### src/rtl/fft_pkg.sv
// fft_pkg: shared definitions for the FFT frame streamer.
//   - default sample width and frame length
//   - transaction state type
//   - clog2 constant function used to size counters
package fft_pkg;

  localparam int unsigned DATA_WIDTH_DEF = 16;
  localparam int unsigned SEQ_LENGTH_DEF = 16;

  typedef enum logic [1:0] {
    ST_IDLE,
    ST_SEND,
    ST_WAIT,
    ST_RECV
  } state_t;

  // Smallest n with 2**n >= value.
  function automatic int unsigned clog2(input int unsigned value);
    int unsigned result;
    result = 0;
    for (int unsigned i = 0; i < 32; i++) begin
      if ((64'd1 << i) < 64'(value)) begin
        result = i + 1;
      end
    end
    return result;
  endfunction

endpackage

### src/rtl/fft_frame_buf.sv
// fft_frame_buf: complex sample buffer (separate real and imaginary arrays)
// with one write port and one registered read port.
// Ports:
//   clk, reset_n      clock, synchronous active-low reset (read register only)
//   we, waddr         write enable and index
//   wreal, wimg       write data
//   re, raddr         read enable and index
//   rreal, rimg       registered read data, one cycle after raddr
// A read and write to the same index in one cycle returns the new data.
module fft_frame_buf #(
  parameter int unsigned DATA_WIDTH = 16,
  parameter int unsigned ADDR_WIDTH = 4,
  parameter int unsigned DEPTH      = 16
) (
  input  logic                  clk,
  input  logic                  reset_n,
  input  logic                  we,
  input  logic [ADDR_WIDTH-1:0] waddr,
  input  logic [DATA_WIDTH-1:0] wreal,
  input  logic [DATA_WIDTH-1:0] wimg,
  input  logic                  re,
  input  logic [ADDR_WIDTH-1:0] raddr,
  output logic [DATA_WIDTH-1:0] rreal,
  output logic [DATA_WIDTH-1:0] rimg
);

  logic [DATA_WIDTH-1:0] mem_real [DEPTH];
  logic [DATA_WIDTH-1:0] mem_img  [DEPTH];

  // Storage has no reset so its contents survive a reset.
  always_ff @(posedge clk) begin
    if (we) begin
      mem_real[waddr] <= wreal;
      mem_img[waddr]  <= wimg;
    end
  end

  always_ff @(posedge clk) begin
    if (!reset_n) begin
      rreal <= '0;
      rimg  <= '0;
    end else if (re) begin
      if (we && (waddr == raddr)) begin
        rreal <= wreal;
        rimg  <= wimg;
      end else begin
        rreal <= mem_real[raddr];
        rimg  <= mem_img[raddr];
      end
    end
  end

endmodule

### src/rtl/fft_frame_streamer.sv
// fft_frame_streamer: frame-level partner for the 16-point FFT.
// Holds one input frame loaded by the host, streams it into the FFT on
// start, then collects the FFT result frame into a host-readable buffer.
// Ports:
//   clk, reset_n                 clock, synchronous active-low reset
//   load_we/addr/real/img        host write into the input frame (IDLE only)
//   start                        begin a transaction (IDLE only)
//   tx_real/tx_img/tx_valid      sample stream to FFT input
//   rx_real/rx_img/rx_valid      result stream from FFT output
//   rx_done                      FFT end-of-frame
//   rd_addr, rd_real/rd_img      host read of result frame, 1-cycle latency
//   busy                         not IDLE
//   frame_done                   1-cycle pulse on a complete, clean frame
//   err_timeout, err_frame       sticky errors, cleared by accepted start
module fft_frame_streamer
  import fft_pkg::*;
#(
  parameter int unsigned DATA_WIDTH = DATA_WIDTH_DEF,
  parameter int unsigned SEQ_LENGTH = SEQ_LENGTH_DEF,
  parameter int unsigned ADDR_WIDTH = 4,
  parameter int unsigned TIMEOUT    = 255
) (
  input  logic                  clk,
  input  logic                  reset_n,
  input  logic                  load_we,
  input  logic [ADDR_WIDTH-1:0] load_addr,
  input  logic [DATA_WIDTH-1:0] load_real,
  input  logic [DATA_WIDTH-1:0] load_img,
  input  logic                  start,
  output logic [DATA_WIDTH-1:0] tx_real,
  output logic [DATA_WIDTH-1:0] tx_img,
  output logic                  tx_valid,
  input  logic [DATA_WIDTH-1:0] rx_real,
  input  logic [DATA_WIDTH-1:0] rx_img,
  input  logic                  rx_valid,
  input  logic                  rx_done,
  input  logic [ADDR_WIDTH-1:0] rd_addr,
  output logic [DATA_WIDTH-1:0] rd_real,
  output logic [DATA_WIDTH-1:0] rd_img,
  output logic                  busy,
  output logic                  frame_done,
  output logic                  err_timeout,
  output logic                  err_frame
);

  localparam int unsigned CNT_W  = ADDR_WIDTH + 1;
  localparam int unsigned WAIT_W = clog2(TIMEOUT + 1);
  localparam logic [CNT_W-1:0]  LAST_TX  = CNT_W'(SEQ_LENGTH - 1);
  localparam logic [CNT_W-1:0]  FULL_CNT = CNT_W'(SEQ_LENGTH);
  localparam logic [WAIT_W-1:0] WAIT_MAX = WAIT_W'(TIMEOUT - 1);

  state_t state, state_next;

  logic [CNT_W-1:0]      tx_cnt, tx_cnt_next;
  logic [CNT_W-1:0]      rx_cnt, rx_cnt_next, rx_cnt_upd;
  logic [WAIT_W-1:0]     wait_cnt, wait_cnt_next;
  logic                  tx_valid_next;
  logic                  frame_done_next;
  logic                  err_timeout_next;
  logic                  err_frame_next;
  logic                  long_beat;
  logic                  res_we;
  logic [ADDR_WIDTH-1:0] res_waddr;
  logic                  in_we;
  logic                  in_re;

  assign busy  = (state != ST_IDLE);
  assign in_we = load_we && (state == ST_IDLE);
  assign in_re = (state == ST_SEND);

  fft_frame_buf #(
    .DATA_WIDTH (DATA_WIDTH),
    .ADDR_WIDTH (ADDR_WIDTH),
    .DEPTH      (SEQ_LENGTH)
  ) u_in_buf (
    .clk     (clk),
    .reset_n (reset_n),
    .we      (in_we),
    .waddr   (load_addr),
    .wreal   (load_real),
    .wimg    (load_img),
    .re      (in_re),
    .raddr   (tx_cnt[ADDR_WIDTH-1:0]),
    .rreal   (tx_real),
    .rimg    (tx_img)
  );

  fft_frame_buf #(
    .DATA_WIDTH (DATA_WIDTH),
    .ADDR_WIDTH (ADDR_WIDTH),
    .DEPTH      (SEQ_LENGTH)
  ) u_res_buf (
    .clk     (clk),
    .reset_n (reset_n),
    .we      (res_we),
    .waddr   (res_waddr),
    .wreal   (rx_real),
    .wimg    (rx_img),
    .re      (1'b1),
    .raddr   (rd_addr),
    .rreal   (rd_real),
    .rimg    (rd_img)
  );

  // tx data comes from the buffer's registered read port, so tx_valid is
  // registered from the SEND state to stay aligned with it. The final beat
  // therefore appears during the first WAIT cycle.
  always_comb begin
    state_next       = state;
    tx_cnt_next      = tx_cnt;
    rx_cnt_next      = rx_cnt;
    rx_cnt_upd       = rx_cnt;
    wait_cnt_next    = wait_cnt;
    tx_valid_next    = (state == ST_SEND);
    frame_done_next  = 1'b0;
    err_timeout_next = err_timeout;
    err_frame_next   = err_frame;
    long_beat        = 1'b0;
    res_we           = 1'b0;
    res_waddr        = rx_cnt[ADDR_WIDTH-1:0];

    case (state)
      ST_IDLE: begin
        if (start) begin
          state_next       = ST_SEND;
          tx_cnt_next      = '0;
          rx_cnt_next      = '0;
          wait_cnt_next    = '0;
          err_timeout_next = 1'b0;
          err_frame_next   = 1'b0;
        end
      end

      ST_SEND: begin
        tx_cnt_next = tx_cnt + 1'b1;
        if (tx_cnt == LAST_TX) begin
          state_next = ST_WAIT;
        end
      end

      ST_WAIT: begin
        if (rx_valid) begin
          res_we      = 1'b1;
          res_waddr   = '0;
          rx_cnt_next = CNT_W'(1);
          state_next  = ST_RECV;
        end else if (wait_cnt == WAIT_MAX) begin
          err_timeout_next = 1'b1;
          state_next       = ST_IDLE;
        end else begin
          wait_cnt_next = wait_cnt + 1'b1;
        end
      end

      ST_RECV: begin
        // Capture first; the done check below sees the updated count.
        // The count stops at a full frame; extra beats only flag an error.
        if (rx_valid) begin
          if (rx_cnt < FULL_CNT) begin
            res_we     = 1'b1;
            rx_cnt_upd = rx_cnt + 1'b1;
          end else begin
            long_beat = 1'b1;
          end
        end
        rx_cnt_next = rx_cnt_upd;
        if (long_beat) begin
          err_frame_next = 1'b1;
        end
        if (rx_done) begin
          state_next = ST_IDLE;
          if ((rx_cnt_upd == FULL_CNT) && !err_frame && !long_beat) begin
            frame_done_next = 1'b1;
          end else begin
            err_frame_next = 1'b1;
          end
        end else if (!rx_valid && (rx_cnt < FULL_CNT)) begin
          err_frame_next = 1'b1;
          state_next     = ST_IDLE;
        end
      end

      default: begin
        state_next = ST_IDLE;
      end
    endcase
  end

  always_ff @(posedge clk) begin
    if (!reset_n) begin
      state       <= ST_IDLE;
      tx_cnt      <= '0;
      rx_cnt      <= '0;
      wait_cnt    <= '0;
      tx_valid    <= 1'b0;
      frame_done  <= 1'b0;
      err_timeout <= 1'b0;
      err_frame   <= 1'b0;
    end else begin
      state       <= state_next;
      tx_cnt      <= tx_cnt_next;
      rx_cnt      <= rx_cnt_next;
      wait_cnt    <= wait_cnt_next;
      tx_valid    <= tx_valid_next;
      frame_done  <= frame_done_next;
      err_timeout <= err_timeout_next;
      err_frame   <= err_frame_next;
    end
  end

endmodule

### config.mk
export PLATFORM = sky130hd
export DESIGN_NAME = fft_frame_streamer
export DESIGN_NICKNAME = d
export VERILOG_FILES = /design/src/rtl/fft_pkg.sv /design/src/rtl/fft_frame_buf.sv /design/src/rtl/fft_frame_streamer.sv
export SDC_FILE = /design/constraint.sdc
export NUM_CORES = 1
export LEC_CHECK = 0
export CAP_MARGIN = 20
export CORE_UTILIZATION = 55
export DETAILED_ROUTE_END_ITERATION = 8
export PLACE_DENSITY = 0.76
export SLEW_MARGIN = 20
export SYNTH_ARGS = -nofsm -noshare
export SYNTH_HDL_FRONTEND = slang
export SYNTH_SLANG_ARGS = --single-unit
### constraint.sdc
create_clock -name clk -period 4 [get_ports clk]
set_clock_uncertainty 0.05 [all_clocks]
set_input_delay 0.6 -clock clk [delete_from_list [all_inputs] [get_ports clk]]
set_output_delay 0.6 -clock clk [all_outputs]
set_load 0.01 [all_outputs]
# [Word level (Yosys, flattened, before mapping)]
# Memory sizes are Yosys's and may differ from the RTL's. A register that Yosys moved wholly into a read port is not among the register bits.
# Cells that the tools add are included.
[totals] mem_count=4 ramBits=1024 wordCells=95 ff_bits=24
[memory_table] name="u_in_buf.mem_img" words=16 word_bits=16 rd=1 rd_ports_with_merged_regs=1 wr=1 line="fft_frame_buf.sv:28" rtl="logic [DATA_WIDTH-1:0] mem_img [DEPTH];"
[memory_table] name="u_in_buf.mem_real" words=16 word_bits=16 rd=1 rd_ports_with_merged_regs=1 wr=1 line="fft_frame_buf.sv:27" rtl="logic [DATA_WIDTH-1:0] mem_real [DEPTH];"
[memory_table] name="u_res_buf.mem_img" words=16 word_bits=16 rd=1 rd_ports_with_merged_regs=1 wr=1 line="fft_frame_buf.sv:28"
[memory_table] name="u_res_buf.mem_real" words=16 word_bits=16 rd=1 rd_ports_with_merged_regs=1 wr=1 line="fft_frame_buf.sv:27"
[op_classes] mux=41 add_sub_neg=3 reduce_logical=24 n_eq_ne=14 order_cmp=1
[ops] op="2-to-1 mux 5 bit" count=5
[ops] op="2-to-1 mux 8 bit" count=3
[ops] op="2-to-1 mux 1 bit" count=18
[ops] op="case mux 8 bit (2 select lines)" count=1
[ops] op="case mux 5 bit (3 select lines)" count=1
[ops] op="2-to-1 mux 2 bit" count=6
[ops] op="AND reduction 4 bit" count=3
[ops] op="adder 5 x 1 -> 5 bit, second input constant" count=2
[ops] op="inequality test 2 bit, second input constant" count=5
[ops] op="case mux 5 bit (2 select lines)" count=1
[ops] op="adder 8 x 1 -> 8 bit, second input constant" count=1
[ops] op="== test 8 bit, second input constant" count=1
[ops] op="2-to-1 mux 4 bit" count=2
[ops] op="case mux 2 bit (4 select lines)" count=1
[ops] op="nonzero test 2 bit" count=4
[ops] op="logical NOT 1 bit" count=7
[ops] op="inequality test 3 bit, second input constant" count=2
[ops] op="case mux 1 bit (2 select lines)" count=3
[ops] op="AND reduction 3 bit" count=2
[ops] op="== test 5 x 4 -> 1 bit, second input constant" count=1
[ops] op="== test 5 bit, second input constant" count=1
[ops] op="less-than comparator 5 bit, second input constant" count=1
[ops] op="== test 2 bit, second input constant" count=2
[ops] op="logical AND 1 bit" count=4
[ops] op="other kinds (5)" count=6

# [Depth between registers and ports, before layout]
[depth] ltp_word=10 ltp_mapped=9 ltp_nobuf=7

# [By module]
# Synthesis repeated with hierarchy kept, for this count alone.
[hier_totals] cells_unflattened=2287 hier_area_um2=44083.5
[modules_own_cells] mod="fft_frame_buf" area_each_um2=21395.5 instances=2 cells_per_inst=1065 seq_area_each_um2=16015.4
[modules_own_cells] mod="fft_frame_streamer" area_each_um2=1292.5 instances=1 cells_per_inst=157 seq_area_each_um2=480.5

# [Worst setup path after synthesis]
# OpenSTA, ideal clock, no wires.
[synth_timing] path_type="register to register" startpoint="reg state[0]" endpoint="mem u_in_buf.mem_img[0][0] (enable)" setup_slack_ps=138 stages_incl_launch_ff=6 required_ps=3489 path_buffers=1 t_arrival_ps=3351 cell_sequence="dfxtp_1 buf_2 nor2_1 nand2_1 or3_1 nor3_1"
[synth_between] elab_chain_len=4
[synth_lines] element="start: declaration" line="fft_frame_streamer.sv:52" rtl="state_t state, state_next;"
[synth_lines] element="start signal: assignment" line="fft_frame_streamer.sv:200" rtl="state <= state_next;"
[synth_lines] element="logical NOT 2 bit" line="fft_frame_streamer.sv:68" rtl="assign in_we = load_we && (state == ST_IDLE);"
[synth_lines] element="logical AND 1 bit" line="fft_frame_streamer.sv:68"
[synth_lines] element="2-to-1 mux 1 bit" line="fft_frame_buf.sv:32" rtl="if (we) begin"
[synth_lines] element="2-to-1 mux 1 bit (implied by the code)" line="fft_frame_buf.sv:34" rtl="mem_img[waddr] <= wimg;"
[synth_lines] element="end: declaration" line="fft_frame_buf.sv:28"
# Every way passes these cells.

# [Worst setup path in the final report]
[layout_timing] startpoint="reg state[1]" endpoint="mem u_res_buf.mem_img[5][11] (enable)"
[layout_between] elab_chain_len=4 elab_cells_between_ends=6 cone_classes="eq/ne: 2; mux: 4"
[layout_lines] element="== test 2 bit" line="fft_frame_streamer.sv:122" rtl="case (state)"
[layout_lines] element="case mux 1 bit (2 select lines)" line="fft_frame_streamer.sv:122"
[layout_lines] element="2-to-1 mux 1 bit" line="fft_frame_buf.sv:32"
[layout_lines] element="2-to-1 mux 1 bit (implied by the code)" line="fft_frame_buf.sv:34"
[layout_lines] element="end: declaration" line="fft_frame_buf.sv:28"
# Parallel ways exist; a longest one is shown, timed or not.

==> summary.txt <==
Outcome
  – Status: finished, final reports clean

Synth
  – Compound-Gate Fraction of Synth Area: 3.21%
  – Ys Warns: 0
  – Post-synthesis sequential area ratio: 77.4%
  – Largest family of logic cells by synthesized area: multiplexers
  – Post-Synth Adder-Cell Area: 0.149%
  – Netlist cell types: 47
  – Number of flops mapped to enable cells by yosys: 1024
  – Async S/R FF share, synth: 0%
  – Area share of and/or/nand/nor cells after synthesis: 2.33%
  – Cell area after synthesis: 0.0420 mm^2
  – Syn nets: 2082
  – Synth Instances: 1999
  – Synth Register Bits: 1112
  – Main synth FF type: edfxtp_1
  – XOR/XNOR Fraction of Synth Area: 0.188%
  – Syn Area/Cell: 21.0 um^2
  – Mux cell area share after synthesis: 15.4%

Critical path
  – Worst path required time: 4.25 ns
  – Delay-heaviest family, CP: simple AND/OR/NAND/NOR gates
  – Critical-path cell list: nand2_1 -> nor2b_1 -> nand3_1 -> nor2_4 -> buf_4
  – Critical path's slowest cell: dfxtp_1
  – WP data arrival: 3.34 ns
  – Setup crit end kind: flip-flop
  – CP bufs+invs: 1
  – CP max FO: 32
  – CP peak stage delay: 0.73 ns
  – Type of origin of the critical path: flip-flop
  – Critical Setup Path Class: flip-flop to flip-flop

Layout
  – Finished layout cell area: 0.0486 mm^2
  – Synthesis-to-finish area growth: 15.8%
  – Diodes inserted: 0
  – Share of layout cells above drive strength 1: 22.7%
  – Non-Filler Instances: 3273
  – Total Nets Final: 2296

Place
  – Placed cell areas: 0.0450 mm^2
  – Buffers added on ports: 146
  – Dpl hpwl: 50.7 mm
  – Routability Congestion: 0.844
  – Dpl cells: 3072

Power and ir drop
  – Tot Pwr: 0.0242 W
  – Pleak: 15.1 nW
  – Peak VDD IR: 0.403 mV
  – Power per cell area: 498 mW/mm^2

Clocking
  – Hold Buf Count CTS: 0
  – # resized after CTS: 0
  – Clock latency on the worst-skew pair: 0.68 ns
  – Inserted Clock Buffers: 108
  – Worst-path clk slew: 0.06 ns
  – TritonCTS clock tree: yes
  – Sink Count: 1112
  – Post-CTS Setup Inserts: 0
  – CTS Buffer Depth: 3
  – H-tree depth: 3
  – Clk root buf: clkbuf_16

STA
  – Setup TNS: 0 ns
  – Slew @ Worst Pin: 0.899 ns
  – FMAX: 323 MHz
  – Setup-failing EPs final: 0
  – Final hold vios: 0
  – Period utilisation layout: 77.3%
  – Fin. max-slew vios: 0
  – Relative slew margins: 40.1%
  – Tmin final: 3.09 ns
  – RSZ-0062 raised after global routing: no

Global route
  – Vias in the first global route: 21700
  – First-pass GRT wire length: 139 mm
  – Tot GR Track Use: 24.4%
  – Total gr overflow: 0
  – Largest net degree at the start of global routing: 70
  – Initial antenna violation count: 3

Routing
  – DR WL/cell: 28.6 um
  – Via count: 20900
  – DRT iter0 DRCs: 2172
  – DRT antenna net count: 0
  – Via density: 6.39
  – DRT Pass-1 Iters: 7
  – # DRC: 0
  – DRT Wirelength: 93.7 mm

Floorplanning
  – Die height: 278 um
  – Initial core utilization: 56.0%
  – Core ar.: 0.0749 mm^2
  – Ports: 147
  – Std-Cell Rows: 100
  – Die ar.: 0.0775 mm^2
  – Die width: 278 um

Flow run
  – Max cap viols: 0

Min path
  – Worst hold-check path type: flip-flop to flip-flop
==> power breakdown <==
group	switching (W)	internal, W
Combinational	0.000621	0.000494
Clock	0.00430	0.00597
Sequential	0.0000594	0.0128
==> placed cells by master (no fill, tap or decap), types with 11 or more instances in the layout <==
| cell type | count |
|---|---|
| clkbuf_16 | 108 |
| nor2_1 | 96 |
| mux2i_1 | 67 |
| clkinv_2 | 15 |
| a22o_1 | 64 |
| clkbuf_1 | 38 |
| mux4_2 | 256 |
| o22ai_1 | 34 |
| a21oi_1 | 45 |
| edfxtp_1 | 1024 |
| buf_4 | 58 |
| bufinv_16 | 12 |
| nor2_4 | 26 |
| dfxtp_1 | 85 |
| buf_12 | 11 |
| o21ai_0 | 38 |
| clkdlybuf4s50_1 | 142 |
| nand2_1 | 52 |
==> final cells by class <==
class	instances	area, um^2
inverter	10	37.5
tap	969	1210
clock inverter	46	628
fill	4670	26300
timing repair buffer	214	2100
clock buffer	155	2970
sequential	1112	32500
multi-input combinational	767	9160
==> stage by stage <==
step	utilization, %	worst slack (ns)	hold WS (ns)
6_report	64.9	0.906	0.425
5_1_grt	64.9	0.747	0.452
4_1_cts	64.9	0.978	0.430
3_5_place_dp	60.1	0.547	0.412
3_3_place_gp	60.1	0.650	0.402
2_1_floorplan	-	0.138	0.415
==> synthesized netlist by cell type (all sizes together), types with 2 or more instances <==
master / number / share of area, %
xnor2: 9 / 0.19
o22ai: 34 / 0.51
nor3b: 2 / 0.036
buf: 65 / 0.88
mux2i: 67 / 1.6
and3b: 2 / 0.042
a22oi: 5 / 0.089
nand2b: 5 / 0.074
a211oi: 4 / 0.071
edfxtp: 1024 / 73
ha: 5 / 0.15
mux4: 256 / 14
o21ai: 39 / 0.46
inv: 9 / 0.080
nor2: 122 / 1.1
nor2b: 7 / 0.10
nor3: 7 / 0.083
clkbuf: 45 / 0.40
nand3b: 4 / 0.071
and2: 5 / 0.074
nand2: 52 / 0.46
nand4: 5 / 0.074
nand3: 10 / 0.12
a22o: 64 / 1.3
dfxtp: 88 / 4.2
a21oi: 47 / 0.56
==> worst paths after layout <==
| kind | from | end | slack [ns] | depth (start not counted) |
|---|---|---|---|---|
| setup reg to reg | state[1] | u_res_buf.mem_img[5][11] | 0.91 | 5 |
| hold / removal | u_in_buf.rimg[8] | u_in_buf.rimg[8] | 0.42 | 2 |
| setup / recovery | state[1] | u_res_buf.mem_img[5][11] | 0.91 | 5 |
| hold reg to reg | u_in_buf.rimg[8] | u_in_buf.rimg[8] | 0.42 | 2 |
==> metal layers <==
layer	vias to the layer above	part of all wire, %	track usage, %
li1	8693	-	-
met1	10900	38	32.7
met2	1118	51	41.2
met3	184	8.4	4.48
met4	6	2.7	7.51
met5	-	0.038	0
==> logic make-up (layout without fill, tap and decap cells) <==
family	Yosys count	in the layout
compound gates	202	202
flops	1112	1112
buf+inv	120	425
fa+ha+maj	5	5
xor+xnor	9	9
simple gates	227	227
mux	324	324
==> worst min-delay path, cell delays in order, from the launching register on <==
cell     delay (ns)
dfxtp_1        0.33
a21oi_1        0.06
o21ai_0        0.05
==> sequential cells by signal (all words and copies together) (netlist names) <==
signal              cells
err_frame               1
err_timeout             1
frame_done              1
rx_cnt                  5
state                   2
tx_cnt                  5
tx_valid                1
u_in_buf.mem_img      256
u_in_buf.mem_real     256
u_in_buf.rimg          16
u_in_buf.rreal         16
u_res_buf.mem_img     256
u_res_buf.mem_real    256
u_res_buf.rimg         16
u_res_buf.rreal        16
wait_cnt                8
(Power assumes the default switching activity.)
